<file path="src/rtl/secded_encoder.sv">
// Streaming Hamming SECDED encoder: 32-bit data words in, 39-bit codewords out.
// Two register stages with full backpressure, single-shot error injection for
// exercising downstream decoders, and optional internal tlast framing.
module secded_encoder #(
    parameter int FRAME_LENGTH  = 0,
    parameter int COUNTER_WIDTH = 32
) (
    input  logic                     clock,
    input  logic                     reset,

    input  logic [31:0]              data_in_tdata,
    input  logic                     data_in_tvalid,
    output logic                     data_in_tready,
    input  logic                     data_in_tlast,

    output logic [39:0]              data_out_tdata,
    output logic                     data_out_tvalid,
    input  logic                     data_out_tready,
    output logic                     data_out_tlast,

    input  logic                     inject_valid,
    input  logic [5:0]               inject_position,
    output logic                     inject_pending,

    output logic [COUNTER_WIDTH-1:0] encoded_count
);

    // Scatter the 32 data bits over the non-power-of-two Hamming positions
    // 3,5,6,7,9..15,17..31,33..38. Position p lives in bit p-1; the parity
    // slots are left at zero here and filled in by add_hamming.
    function automatic logic [37:0] place_data(input logic [31:0] data);
        logic [37:0] code;
        int          d;
        code = '0;
        d    = 0;
        for (int p = 1; p <= 38; p++) begin
            if ((p & (p - 1)) != 0) begin
                code[6'(p - 1)] = data[5'(d)];
                d++;
            end
        end
        return code;
    endfunction

    // Parity at position 2^k covers every position whose index has bit k set.
    // Parity slots are still zero on entry, so including them is harmless.
    function automatic logic [37:0] add_hamming(input logic [37:0] code);
        logic [37:0] result;
        logic        parity;
        result = code;
        for (int k = 0; k < 6; k++) begin
            parity = 1'b0;
            for (int p = 1; p <= 38; p++) begin
                if (((p >> k) & 1) != 0) begin
                    parity ^= code[6'(p - 1)];
                end
            end
            result[6'((1 << k) - 1)] = parity;
        end
        return result;
    endfunction

    // One-hot flip mask for injection; positions past the codeword give none.
    function automatic logic [38:0] flip_mask(input logic       enable,
                                              input logic [5:0] position);
        logic [38:0] mask;
        mask = '0;
        if (enable && (position < 6'd39)) begin
            mask[position] = 1'b1;
        end
        return mask;
    endfunction

    logic        adv;
    logic        accept;
    logic        word_last;

    logic        pending_position_valid;
    logic [5:0]  pending_position;
    logic        inject_request;
    logic [5:0]  inject_select;

    logic        s1_valid;
    logic [37:0] s1_code;
    logic        s1_last;
    logic        s1_inject;
    logic [5:0]  s1_position;

    logic [38:0] s2_code;

    // The whole pipeline moves together whenever the output slot is free or
    // being drained; input is refused during reset so nothing is half-accepted.
    assign adv            = !data_out_tvalid || data_out_tready;
    assign data_in_tready = adv && !reset;
    assign accept         = data_in_tvalid && data_in_tready;
    assign inject_pending = pending_position_valid;

    // Either internal frame counting or plain pass-through of the input tlast.
    generate
        if (FRAME_LENGTH > 0) begin : g_frame
            localparam int FW = (FRAME_LENGTH > 1) ? $clog2(FRAME_LENGTH) : 1;
            localparam logic [FW-1:0] LAST_INDEX = FW'(FRAME_LENGTH - 1);

            logic [FW-1:0] frame_count;
            logic          unused_tlast;

            assign unused_tlast = data_in_tlast;
            assign word_last    = (frame_count == LAST_INDEX);

            // Count accepted words, wrapping after the frame's last word.
            always_ff @(posedge clock) begin
                if (reset) begin
                    frame_count <= '0;
                end else if (accept) begin
                    frame_count <= word_last ? '0 : frame_count + FW'(1);
                end
            end
        end else begin : g_passthrough
            assign word_last = data_in_tlast;
        end
    endgenerate

    // A request raised in the same cycle as a handshake wins over an older
    // pending one, so its position is the one that reaches the word.
    always_comb begin
        inject_request = inject_valid || pending_position_valid;
        inject_select  = inject_valid ? inject_position : pending_position;
    end

    // Arm injection on request; the next accepted word consumes it.
    always_ff @(posedge clock) begin
        if (reset) begin
            pending_position_valid <= 1'b0;
            pending_position       <= '0;
        end else if (accept) begin
            pending_position_valid <= 1'b0;
        end else if (inject_valid) begin
            pending_position_valid <= 1'b1;
            pending_position       <= inject_position;
        end
    end

    // Stage 1: capture the Hamming-coded word with its tlast and injection tag.
    always_ff @(posedge clock) begin
        if (reset) begin
            s1_valid    <= 1'b0;
            s1_code     <= '0;
            s1_last     <= 1'b0;
            s1_inject   <= 1'b0;
            s1_position <= '0;
        end else if (adv) begin
            s1_valid <= accept;
            if (accept) begin
                s1_code     <= add_hamming(place_data(data_in_tdata));
                s1_last     <= word_last;
                s1_inject   <= inject_request;
                s1_position <= inject_select;
            end
        end
    end

    // Overall parity is taken over the clean word, then the flip is applied,
    // so an injected single-bit error looks exactly like a channel error.
    always_comb begin
        s2_code = {^s1_code, s1_code} ^ flip_mask(s1_inject, s1_position);
    end

    // Stage 2: output register, held while the consumer stalls us.
    always_ff @(posedge clock) begin
        if (reset) begin
            data_out_tvalid <= 1'b0;
            data_out_tdata  <= '0;
            data_out_tlast  <= 1'b0;
        end else if (adv) begin
            data_out_tvalid <= s1_valid;
            if (s1_valid) begin
                data_out_tdata <= {1'b0, s2_code};
                data_out_tlast <= s1_last;
            end
        end
    end

    // Count codewords actually handed to the consumer; wraps naturally.
    always_ff @(posedge clock) begin
        if (reset) begin
            encoded_count <= '0;
        end else if (data_out_tvalid && data_out_tready) begin
            encoded_count <= encoded_count + COUNTER_WIDTH'(1);
        end
    end

endmodule

</file>
<file path="config.mk">
export PLATFORM = sky130hd
export DESIGN_NAME = secded_encoder
export DESIGN_NICKNAME = d
export VERILOG_FILES = /design/src/rtl/secded_encoder.sv
export SDC_FILE = /design/constraint.sdc
export NUM_CORES = 1
export LEC_CHECK = 0
export CAP_MARGIN = 20
export CORE_ASPECT_RATIO = 2
export CORE_MARGIN = 4
export CORE_UTILIZATION = 44
export DETAILED_ROUTE_END_ITERATION = 6
export PLACE_DENSITY = 0.7
export REMOVE_ABC_BUFFERS = 1
export SLEW_MARGIN = 20
export SYNTH_ARGS = -nofsm -noshare
export SYNTH_HDL_FRONTEND = slang
export SYNTH_SLANG_ARGS = --single-unit
</file>
<file path="constraint.sdc">
create_clock -name clock -period 3.9 [get_ports clock]
set_input_delay 1.17 -clock clock [delete_from_list [all_inputs] [get_ports clock]]
set_output_delay 1.17 -clock clock [all_outputs]
set_load 0.05 [all_outputs]
</file>
==> run metrics, run 1 <==
status=finished, final reports clean; HPWL after DPL=just over 10,000 um; postcts setup bufs=0; Layout area overhead=34.2%; Vias per Instance=5.29; Sink Count=117; setup violators final=0; core area=0.0118 sq mm; Worst Hold Endpoint=data_out_tlast; I/O pins=120; Synth cell types=42; clk buf depth=2; most common cell in the netlist=dfxtp_1; relative slew slack=43.1%; r2r endpoint=data_out_tdata[9]; Tightest Pin Transition=0.847 ns; DP Worst Slack=slightly below 0.4 ns; NumNets Final=760; post-route cell area=0.00718 sq mm; Vias=approximately 4,600; port bufs=112; crit path DAT=2.35 ns; CTS tree=done; Final ANT Viol Nets=0; Hold Crit Class=flop to flop; Hold Startpoint=s1_last; Post-Syn Area per Cell=8.69 sq um; Syn Inst Count=616; Post-DP Area=between 0.006 and 0.007 sq mm; Final GP Congestion=roughly 0.85; yosys warns=0; DRT Wirelength=14,100 um; Reg2Reg Depth=6; H-tree levels=4; R2R Setup Slk=1.73 ns; Placed Cells=841; # rows=56; reg2reg start=s1_position[3]; Starting Density=45.2%; first-pass GRT wire length=22,300 um; Max-Cap Viols=0; Max Fclk=284 MHz; die area=around 0.014 sq mm; share of cells above drive strength 1=6.59%; fin cells=873; First DRT Iteration DRCs=approximately 190; Max Clock Skew=0.00952 ns; P per Cell Area=497 mW/mm^2; maximum vdd drop=0.000345 V; Yosys reg bits=around 120; Cell Area, Synth=0.00535 sq mm; largest cells by area after synthesis=dfxtp_1 44%, xnor2_1 8.7%, xor2_1 8.7%; Die W=around 86 um; drt first pass iters=4; register area share after synthesis=43.8%; Most used DFF post-synth=dfxtp_1; worst-skew pair later-pin latency=between 0.4 and 0.5 ns; RSZ-0062 raised after global routing=false; Die H=164 um; post-CTS sizing=0; clk slew on worst S/H paths=0.05 ns; Diodes inserted=0; hold path depth=2; asr flop ratio synth=0%; EDFF count, synth=0; Hold Vio Cnt, Final=0; fin crit period=3.52 ns; Leak=2.65 nW; post-synth top area share=43.8%; Worst Setup Slack, final=about 0.38 ns; number of global-route vias before repair=4,576; Required @ worst endpoint=2.73 ns; total grt overflow=0; cts bufs inserted=17; CP Launch Type=input pin; Setup Crit Path Kind=input pin to output port; Slew Viols, Final=0; Post-route DRC=0; hold slack=0.456 ns; Setup TNS=0 ns; hold_buf cts=0; Root Buffer=clkbuf_16; largest net degree at the start of global routing=83; FILL cells=around 1,100; list of most frequent post-synthesis cells=117 x dfxtp_1, 102 x nand2_1, 81 x nor2_1; period utilization=90.2%; CP endpoint kind=output port; CP Max Fanout=7; GRT Resource Usage Total=20.3%; wire per inst=16.1 um; Yosys top cell by area=dfxtp_1; initial antenna violation count=0
placed cells by master, fill, tap and decap left out, drive strengths merged:
cell | synthesis | layout
nor4 | 2 | 2
xor2 | 53 | 53
buf | 10 | 7
and3b | 1 | 1
nand3b | 34 | 34
or3 | 6 | 6
o21ai | 12 | 12
inv | 2 | 2
and3 | 4 | 4
a211oi | 29 | 29
nor3b | 3 | 3
and2 | 7 | 7
a22oi | 6 | 6
mux2i | 6 | 6
dfxtp | 117 | 117
conb | 1 | 1
nor3 | 10 | 10
nand2b | 1 | 1
xnor2 | 53 | 53
and4 | 3 | 3
a32o | 6 | 6
bufinv | 0 | 3
nand3 | 15 | 15
nand2 | 102 | 102
clkdlybuf4s50 | 0 | 110
nor2b | 3 | 3
nand4 | 11 | 11
a32oi | 2 | 2
ha | 1 | 1
nor2 | 81 | 81
a21oi | 7 | 7
clkinvlp | 0 | 2
clkinv | 0 | 2
clkbuf | 27 | 25
o31ai | 1 | 1
cell type report:
type                    instances  area [sq um]  share of cell area (%)
inverters                       2          7.51                   0.105
clock inverters                 7           115                    1.60
well taps                     145           181                    2.53
flip-flops and latches        117          2340                    32.6
clock buffers                  25           526                    7.32
repair buffers                117          1160                    16.2
multi-input cells             460          2850                    39.6
logic make-up (layout without fill, tap and decap cells):
logic type / count (synthesis) / after routing / share of synthesized area [%]
muxes: 6 / 6 / 1.12
and+or+nand+nor: 283 / 283 / 26.0
AOI/OAI and AO/OA: 63 / 63 / 8.37
other: 1 / 1 / 0.0701
adders and majority gates: 1 / 1 / 0.234
xor gates and xnor gates: 106 / 106 / 17.3
buffers and inverters: 39 / 151 / 3.06
DFF: 117 / 117 / 43.8
flip-flops by register name, indices dropped and copies added, names as in the netlist:
name              count
data_out_tdata       39
encoded_count        32
s1_code              28
inject_pending        1
pending_position      6
data_out_tvalid       1
s1_last               1
s1_valid              1
s1_inject             1
s1_position           6
data_out_tlast        1
metrics by stage:
stage	power (mW)	utilization (%)
3_5_place_dp	1.93	55.3
3_3_place_gp	1.91	55.3
5_1_grt	3.70	60.7
2_1_floorplan	1.73	-
6_report	3.57	60.7
4_1_cts	3.60	60.7
worst max path at each step:
stage	from	end	slack (ns)	depth (start not counted)
after floorplan	data_out_tready	pending_position[0]	0.55	5
after global placement	data_out_tready	data_in_tready	0.43	4
after detailed placement	data_out_tready	data_in_tready	0.39	4
after CTS	data_out_tready	data_in_tready	0.39	4
after global routing	data_out_tready	data_in_tready	0.30	4
final	data_out_tready	data_in_tready	0.38	4
routing by layer:
| metal | routed length, um | up-vias | GRT usage, % |
|---|---|---|---|
| met5 | 0 | - | 0 |
| met4 | 516 | 0 | 10.4 |
| met3 | 564 | 34 | 4.17 |
| met2 | 7700 | 132 | 37.2 |
| met1 | 5270 | 2186 | 21.2 |
| li1 | - | 2265 | - |
critical path, cell delays in order:
cell             delay, ns
clkdlybuf4s50_1       0.59
nor2b_1               0.11
nor2_1                0.29
buf_12                0.18
report_power, final:
group / internal (mW) / leakage [nW] / switching [mW] / total, mW
clock network: 1.12 / 0.312 / 0.544 / 1.67
logic: 0.252 / 1.38 / 0.325 / 0.578
registers: 1.26 / 0.956 / 0.0616 / 1.33
No activity file was read; power rests on OpenSTA's default activity.
==> run 2: changes to the inputs <==
--- a/config.mk
+++ b/config.mk
@@ -10,6 +10,7 @@
 export CORE_MARGIN = 4
 export CORE_UTILIZATION = 44
 export DETAILED_ROUTE_END_ITERATION = 6
+export HOLD_SLACK_MARGIN = 0.1
 export PLACE_DENSITY = 0.7
 export REMOVE_ABC_BUFFERS = 1
 export SLEW_MARGIN = 20
==> results of run 2 <==
No change in the layout: final DEF, timing and power equal those of run 1.
